$ cat config.mk
export PLATFORM = sky130hd
export DESIGN_NAME = multicycle_control_fsm_flat
export DESIGN_NICKNAME = d
export VERILOG_FILES = /design/src/rtl/multicycle_control_fsm_if.sv /design/src/rtl/multicycle_control_fsm.sv /design/src/flat_wrapper.sv
export SDC_FILE = /design/constraint.sdc
export NUM_CORES = 1
export LEC_CHECK = 0
export ABC_AREA = 1
export CAP_MARGIN = 20
export CORE_MARGIN = 3
export CORE_UTILIZATION = 45
export CTS_CLUSTER_DIAMETER = 200
export DETAILED_ROUTE_END_ITERATION = 12
export DONT_BUFFER_PORTS = 1
export PLACE_DENSITY = 0.59
export SLEW_MARGIN = 20
export SYNTH_ARGS = -nofsm -noshare
export SYNTH_HDL_FRONTEND = slang
export SYNTH_SLANG_ARGS = --single-unit
$ cat constraint.sdc
create_clock -name clk -period 2.1 [get_ports clk]
set_input_delay 0.42 -clock clk [delete_from_list [all_inputs] [get_ports clk]]
set_output_delay 0.42 -clock clk [all_outputs]
set_load 0.02 [all_outputs]
$ cat src/rtl/multicycle_control_fsm_if.sv
// Handshake bundle between the multi-cycle controller and its instruction/data memories.
interface multicycle_control_fsm_if;
  logic imem_req;
  logic imem_ready;
  logic dmem_read;
  logic dmem_write;
  logic dmem_ready;

  modport master (output imem_req, dmem_read, dmem_write, input imem_ready, dmem_ready);
  modport slave  (input imem_req, dmem_read, dmem_write, output imem_ready, dmem_ready);
endinterface

$ cat src/rtl/multicycle_control_fsm.sv
// Sequencing controller for the multi-cycle RV64I datapath: FETCH/DECODE/EXECUTE/MEM/WB with
// memory handshakes, illegal-opcode and memory-timeout traps, and a retired-instruction counter.
module multicycle_control_fsm #(
  parameter int unsigned MEM_TIMEOUT = 15,
  parameter int unsigned CNT_W       = 32
) (
  input  logic                     clk,
  input  logic                     reset,
  input  logic                     run,
  input  logic [6:0]               opcode,
  input  logic                     zero,
  multicycle_control_fsm_if.master mem,
  output logic                     ir_write,
  output logic                     pc_write,
  output logic                     pc_src,
  output logic                     alu_src,
  output logic [1:0]               alu_op,
  output logic                     mem_to_reg,
  output logic                     reg_write,
  output logic [2:0]               state,
  output logic                     illegal_instr,
  output logic                     timeout,
  output logic [CNT_W-1:0]         instr_count
);

  typedef enum logic [2:0] {
    IDLE    = 3'd0,
    FETCH   = 3'd1,
    DECODE  = 3'd2,
    EXECUTE = 3'd3,
    MEM     = 3'd4,
    WB      = 3'd5,
    TRAP    = 3'd6
  } state_t;

  typedef struct packed {
    logic       imem_req;
    logic       dmem_read;
    logic       dmem_write;
    logic       reg_write;
    logic       mem_to_reg;
    logic       pc_write;
    logic       alu_src;
    logic [1:0] alu_op;
  } strobes_t;

  localparam logic [6:0] OP_R   = 7'b0110011;
  localparam logic [6:0] OP_I   = 7'b0010011;
  localparam logic [6:0] OP_LD  = 7'b0000011;
  localparam logic [6:0] OP_SD  = 7'b0100011;
  localparam logic [6:0] OP_BEQ = 7'b1100011;
  localparam logic [7:0] WAIT_LIMIT = 8'(MEM_TIMEOUT - 1);

  state_t     state_q, state_d;
  strobes_t   strb_q;
  logic [7:0] wait_q;
  logic       is_r, is_i, is_ld, is_sd, is_beq, legal;
  logic       wait_hit, retire, sd_done, mem_trap;

  assign is_r     = opcode == OP_R;
  assign is_i     = opcode == OP_I;
  assign is_ld    = opcode == OP_LD;
  assign is_sd    = opcode == OP_SD;
  assign is_beq   = opcode == OP_BEQ;
  assign legal    = is_r | is_i | is_ld | is_sd | is_beq;
  assign wait_hit = wait_q == WAIT_LIMIT;
  assign sd_done  = (state_q == MEM) && is_sd && mem.dmem_ready;

  // Strobes each state presents; registered one cycle ahead from the next state.
  function automatic strobes_t decode_strobes(input state_t s, input logic [6:0] op);
    strobes_t s_out;
    s_out = '0;
    case (s)
      FETCH: s_out.imem_req = 1'b1;
      EXECUTE, MEM, WB: begin
        s_out.alu_src = (op == OP_I) || (op == OP_LD) || (op == OP_SD);
        if (op == OP_BEQ)                     s_out.alu_op = 2'b01;
        else if ((op == OP_LD) || (op == OP_SD)) s_out.alu_op = 2'b00;
        else                                  s_out.alu_op = 2'b10;
        if (s == EXECUTE) s_out.pc_write = op == OP_BEQ;
        if (s == MEM) begin
          s_out.dmem_read  = op == OP_LD;
          s_out.dmem_write = op == OP_SD;
        end
        if (s == WB) begin
          s_out.reg_write  = 1'b1;
          s_out.mem_to_reg = op == OP_LD;
          s_out.pc_write   = 1'b1;
        end
      end
      default: ;
    endcase
    return s_out;
  endfunction

  always_comb begin
    // NOTE: every output of this block is defaulted first so no path can infer a latch.
    state_d  = state_q;
    retire   = 1'b0;
    mem_trap = 1'b0;
    case (state_q)
      IDLE:    if (run) state_d = FETCH;
      FETCH: begin
        if (mem.imem_ready) state_d = DECODE;
        else if (wait_hit) begin
          state_d  = TRAP;
          mem_trap = 1'b1;
        end
      end
      DECODE:  state_d = legal ? EXECUTE : TRAP;
      EXECUTE: begin
        if (is_beq)             retire  = 1'b1;
        else if (is_ld | is_sd) state_d = MEM;
        else                    state_d = WB;
      end
      MEM: begin
        if (mem.dmem_ready) begin
          if (is_ld) state_d = WB;
          else       retire  = 1'b1;
        end else if (wait_hit) begin
          state_d  = TRAP;
          mem_trap = 1'b1;
        end
      end
      WB:      retire = 1'b1;
      TRAP:    ;
      default: state_d = IDLE;
    endcase
    // A finished instruction always completes; run only decides where the next one starts.
    if (retire) state_d = run ? FETCH : IDLE;
  end

  always_ff @(posedge clk or negedge reset) begin
    if (!reset) begin
      state_q       <= IDLE;
      strb_q        <= '0;
      wait_q        <= '0;
      illegal_instr <= 1'b0;
      timeout       <= 1'b0;
      instr_count   <= '0;
    end else begin
      // NOTE: non-blocking assignments so every register here samples pre-edge values.
      state_q <= state_d;
      strb_q  <= decode_strobes(state_d, opcode);
      wait_q  <= ((state_d == state_q) && ((state_q == FETCH) || (state_q == MEM)))
                 ? wait_q + 8'd1 : '0;
      if ((state_q == DECODE) && !legal) illegal_instr <= 1'b1;
      if (mem_trap)                      timeout       <= 1'b1;
      if (retire)                        instr_count   <= instr_count + CNT_W'(1);
    end
  end

  // Ready- and flag-qualified strobes must act in the very cycle the condition appears.
  assign ir_write       = (state_q == FETCH) && mem.imem_ready;
  assign pc_src         = (state_q == EXECUTE) && is_beq && zero;
  assign pc_write       = strb_q.pc_write | sd_done;
  assign mem.imem_req   = strb_q.imem_req;
  assign mem.dmem_read  = strb_q.dmem_read;
  assign mem.dmem_write = strb_q.dmem_write;
  assign alu_src        = strb_q.alu_src;
  assign alu_op         = strb_q.alu_op;
  assign mem_to_reg     = strb_q.mem_to_reg;
  assign reg_write      = strb_q.reg_write;
  assign state          = state_q;

endmodule
$ cat src/flat_wrapper.sv
// flat-port wrapper written by rule: the top's interface ports become plain ports
module multicycle_control_fsm_flat 
#(
  parameter int unsigned MEM_TIMEOUT = 15,
  parameter int unsigned CNT_W       = 32
)
  (clk, reset, run, opcode, zero, ir_write, pc_write, pc_src, alu_src, alu_op, mem_to_reg, reg_write, state, illegal_instr, timeout, instr_count, mem_imem_req, mem_dmem_read, mem_dmem_write, mem_imem_ready, mem_dmem_ready);
  multicycle_control_fsm_if mem_i ();
  input  logic clk;
  input  logic reset;
  input  logic run;
  input  logic [6:0] opcode;
  input  logic zero;
  output logic ir_write;
  output logic pc_write;
  output logic pc_src;
  output logic alu_src;
  output logic [1:0] alu_op;
  output logic mem_to_reg;
  output logic reg_write;
  output logic [2:0] state;
  output logic illegal_instr;
  output logic timeout;
  output logic [CNT_W-1:0] instr_count;
  output wire logic [$bits(mem_i.imem_req)-1:0] mem_imem_req;
  output wire logic [$bits(mem_i.dmem_read)-1:0] mem_dmem_read;
  output wire logic [$bits(mem_i.dmem_write)-1:0] mem_dmem_write;
  input wire logic [$bits(mem_i.imem_ready)-1:0] mem_imem_ready;
  input wire logic [$bits(mem_i.dmem_ready)-1:0] mem_dmem_ready;
  assign mem_imem_req = mem_i.imem_req;
  assign mem_dmem_read = mem_i.dmem_read;
  assign mem_dmem_write = mem_i.dmem_write;
  assign mem_i.imem_ready = mem_imem_ready;
  assign mem_i.dmem_ready = mem_dmem_ready;
  multicycle_control_fsm #(.MEM_TIMEOUT(MEM_TIMEOUT), .CNT_W(CNT_W)) u_core (.clk(clk), .reset(reset), .run(run), .opcode(opcode), .zero(zero), .mem(mem_i), .ir_write(ir_write), .pc_write(pc_write), .pc_src(pc_src), .alu_src(alu_src), .alu_op(alu_op), .mem_to_reg(mem_to_reg), .reg_write(reg_write), .state(state), .illegal_instr(illegal_instr), .timeout(timeout), .instr_count(instr_count));
endmodule
==> key figures <==
Status
  – Result of the run: finished, final reports clean

Layout
  – Filler cell count in the final layout: just over 600
  – Register with the most flip-flops: u_core.instr_count
  – Layout cell share with drive strength beyond 1: 0.138
  – Core utilization of the finished layout: 0.528
  – Most used cells in the layout excluding fill and tap cells: sky130_fd_sc_hd__nand2_1, sky130_fd_sc_hd__inv_1, sky130_fd_sc_hd__dfrtp_1, sky130_fd_sc_hd__nor2_1, sky130_fd_sc_hd__nand3_1
  – Area used by multi-input combinational logic: ~1500 sq um
  – Layout area overhead: 11.5%
  – FF+latch area: 1350 sq um
  – Leading cell type in the layout, fill and taps excluded: sky130_fd_sc_hd__nand2_1
  – Largest register FFs: 32
  – Antenna diodes: 0
  – Net count reported at finish: 421
  – Post-layout instance count excluding filler cells: 483

Synthesis
  – Yosys warning total: 0
  – Post-synthesis cell type with the largest combined area: sky130_fd_sc_hd__dfrtp_1
  – Post-synth top area share: 0.439
  – Per-instance average area after synthesis: 8.03 sq um
  – Top post-synthesis cells by area: sky130_fd_sc_hd__dfrtp_1, sky130_fd_sc_hd__nand2_1, sky130_fd_sc_hd__inv_1
  – Number of distinct library cell variants in the gate-level netlist after synthesis: 33
  – Flip-flop and latch count after synthesis: 54
  – Cell count after synthesis: around 380
  – Post-synth design cell area: 3080 sq um
  – Sequential share of the synthesized area: 0.439
  – Nets in the synthesized netlist: between 300 and 400

Clock tree
  – CTS Root Cell: sky130_fd_sc_hd__clkbuf_8
  – Clock tree from TritonCTS: built
  – CTS sink cnt: 54
  – Clk pin slew, worst setup/hold paths: 100 ps
  – Clk Latency, worst-skew pair: 300 ps
  – CTS buffer count: 5
  – CTS HTree Levels: 2
  – # Post-CTS Setup Buffers: 0
  – Buffer depth of the longest clock path: 2

STA
  – Setup repair after global routing missed its margin: false
  – Worst slew margin: 0.723
  – Fmax: 523 MHz
  – Setup_tns: 0 ps
  – Actual slew at the worst max-slew pin: 414 ps
  – PnR worst setup slack: 187 ps
  – Count of final max-slew check failures: 0
  – Final Critical Period: around 1900 ps
  – Hold Violations, Final: 0
  – Share of the clock period used by the worst path: 0.911
  – Final Skew: 11.0 ps
  – Worst hold margin: 330 ps
  – Setup violation total in the final timing report: 0

Die
  – # IOs: between 60 and 70
  – Area of the die: roughly 7900 sq um
  – Die outline width: 88.7 um
  – Core box area: 6490 sq um
  – Number of standard-cell rows in the floorplan: 29
  – Die Span Y: 88.7 um
  – Initial standard-cell utilization of the core: 0.474

Worst hold path
  – Launch instance of the worst min-delay path: mem_imem_ready
  – Worst hold-check path type: primary input to flip-flop

Power and ir drop
  – Power density cells: roughly 940 nW/um^2
  – Peak VDD IR: 566 uV
  – P_leak: 1.68 nW

Worst setup path
  – Crit path cell chain: nand2_2, nor2_4, nand3_2, nor2_1
  – Critical path endpoint category: output port
  – Worst setup path start: u_core.state[1]$_DFF_PN0_
  – Kind of start point of the critical path: flip-flop
  – Maximum fanout along the worst path: 6
  – Data arrival time at the worst-slack endpoint: 1490 ps
  – Dominant delay contributor by cell family on the critical path: simple AND/OR/NAND/NOR gates
  – Cell with the biggest individual delay on the critical path: sky130_fd_sc_hd__dfrtp_1
  – Required time of the worst setup path: 1680 ps
  – Startpoint-to-endpoint class of the critical path: flip-flop to output port
  – Largest incremental delay on the critical path: 460 ps
  – Number of buffer and inverter instances along the worst setup path: 0
  – Beginning of the worst register-to-register path: u_core.state[0]$_DFF_PN0_

GRT
  – Antenna violations before repair: 0
  – Maximum number of pins on one net before global-route repair: 55
  – Wire length of the first global-routing pass: 11100 um
  – Tot GR Track Use: 0.179
  – Vias in the first global route: 2378
  – Total congestion overflow after global routing: 0

Drt
  – Detailed Route WL: 6640 um
  – Detailed router's first-iteration violation count: 112
  – Router iterations before antenna repair: 4
  – Antenna viol nets, final: 0
  – Routed via count: 2463
  – Wire length per cell after detailed routing: 13.7 um
  – Average via count per standard cell: 5.10
  – Remaining DRCs: 0

Placement
  – Total of buffers placed on input and output ports: 0
  – Placed Cells incl. Taps: between 400 and 500
  – Estimated wirelength of the detail-placed design: 5250 um
  – Global placer's final weighted congestion: 1.01
  – Pre-CTS setup slack: 178 ps

Job
  – Max-cap viol count: 0
## through the flow
step,total power [mW],cell area [sq um]
after floorplan,2.22,3080
final,3.24,3430
after global placement,2.53,3270
after CTS,3.26,3410
after global routing,3.49,3430
after detailed placement,2.53,3270
## cells in the mapped netlist, drive strengths merged
library cell and count:
nand3b 2, nor3 18, xnor2 11, nor2 60
or2 2, nand2 87, a41oi 1, nor4 4
and3 1, o21ai 13, a31o 1, xor2 22
dfrtp 54, buf 5, nand3 32, ha 3
a21oi 1, inv 56, nand4 10
## cell type report
class / count / share of cell area
inverter: 56 / 0.0613
clock buffer: 7 / 0.0223
tap: 77 / 0.0281
timing repair buffer: 20 / 0.0515
sequential: 54 / 0.395
clock inverter: 1 / 0.00876
multi-input combinational: 268 / 0.433
## worst paths after layout
| path | depth (start not counted) | end | slack [ps] |
|---|---|---|---|
| setup / recovery | 4 | pc_src | 190 |
| hold / removal | 3 | u_core.timeout$_DFFE_PN0P_ | 330 |
| setup reg to reg | 10 | u_core.instr_count[25]$_DFFE_PN0P_ | 200 |
| hold reg to reg | 1 | u_core.wait_q[0]$_DFF_PN0_ | 480 |
| max in group asynchronous | 2 | u_core.state[0]$_DFF_PN0_ | 1230 |
| min in group asynchronous | 2 | u_core.alu_op[1]$_DFF_PN0_ | 620 |
## cells by family after synthesis
logic type / Yosys count / share of synthesized area
AOI/OAI and AO/OA: 16 / 0.0285
xor gates and xnor gates: 33 / 0.0940
adders and majority gates: 3 / 0.0122
buffers and inverters: 61 / 0.0801
DFF: 54 / 0.439
and+or+nand+nor: 216 / 0.346
## metal layers
metal  part of all wire  global-route usage
met5                  0                   0
met4              0.013              0.0522
met3              0.072              0.0531
met2               0.44               0.271
met1               0.47               0.248
## worst min-delay path, stage by stage
cell and delay, ps:
sky130_fd_sc_hd__nor2_1 40, sky130_fd_sc_hd__nand2_1 90, sky130_fd_sc_hd__nand2_1 60
## timing repair
action,in CTS,in global routing
resized for setup,0,5
endpoints found under the setup margin,0,11
hold endpoints to repair,54,0
hold buffers,2,0
## where the power goes
| part | total (mW) | switching [mW] | internal [mW] | leakage, nW |
|---|---|---|---|---|
| Sequential | 1.31 | 0.146 | 1.17 | 0.703 |
| Combinational | 1.24 | 0.843 | 0.399 | 0.925 |
| Clock | 0.683 | 0.325 | 0.357 | 0.0524 |
Power figures use the tool's default switching activity.
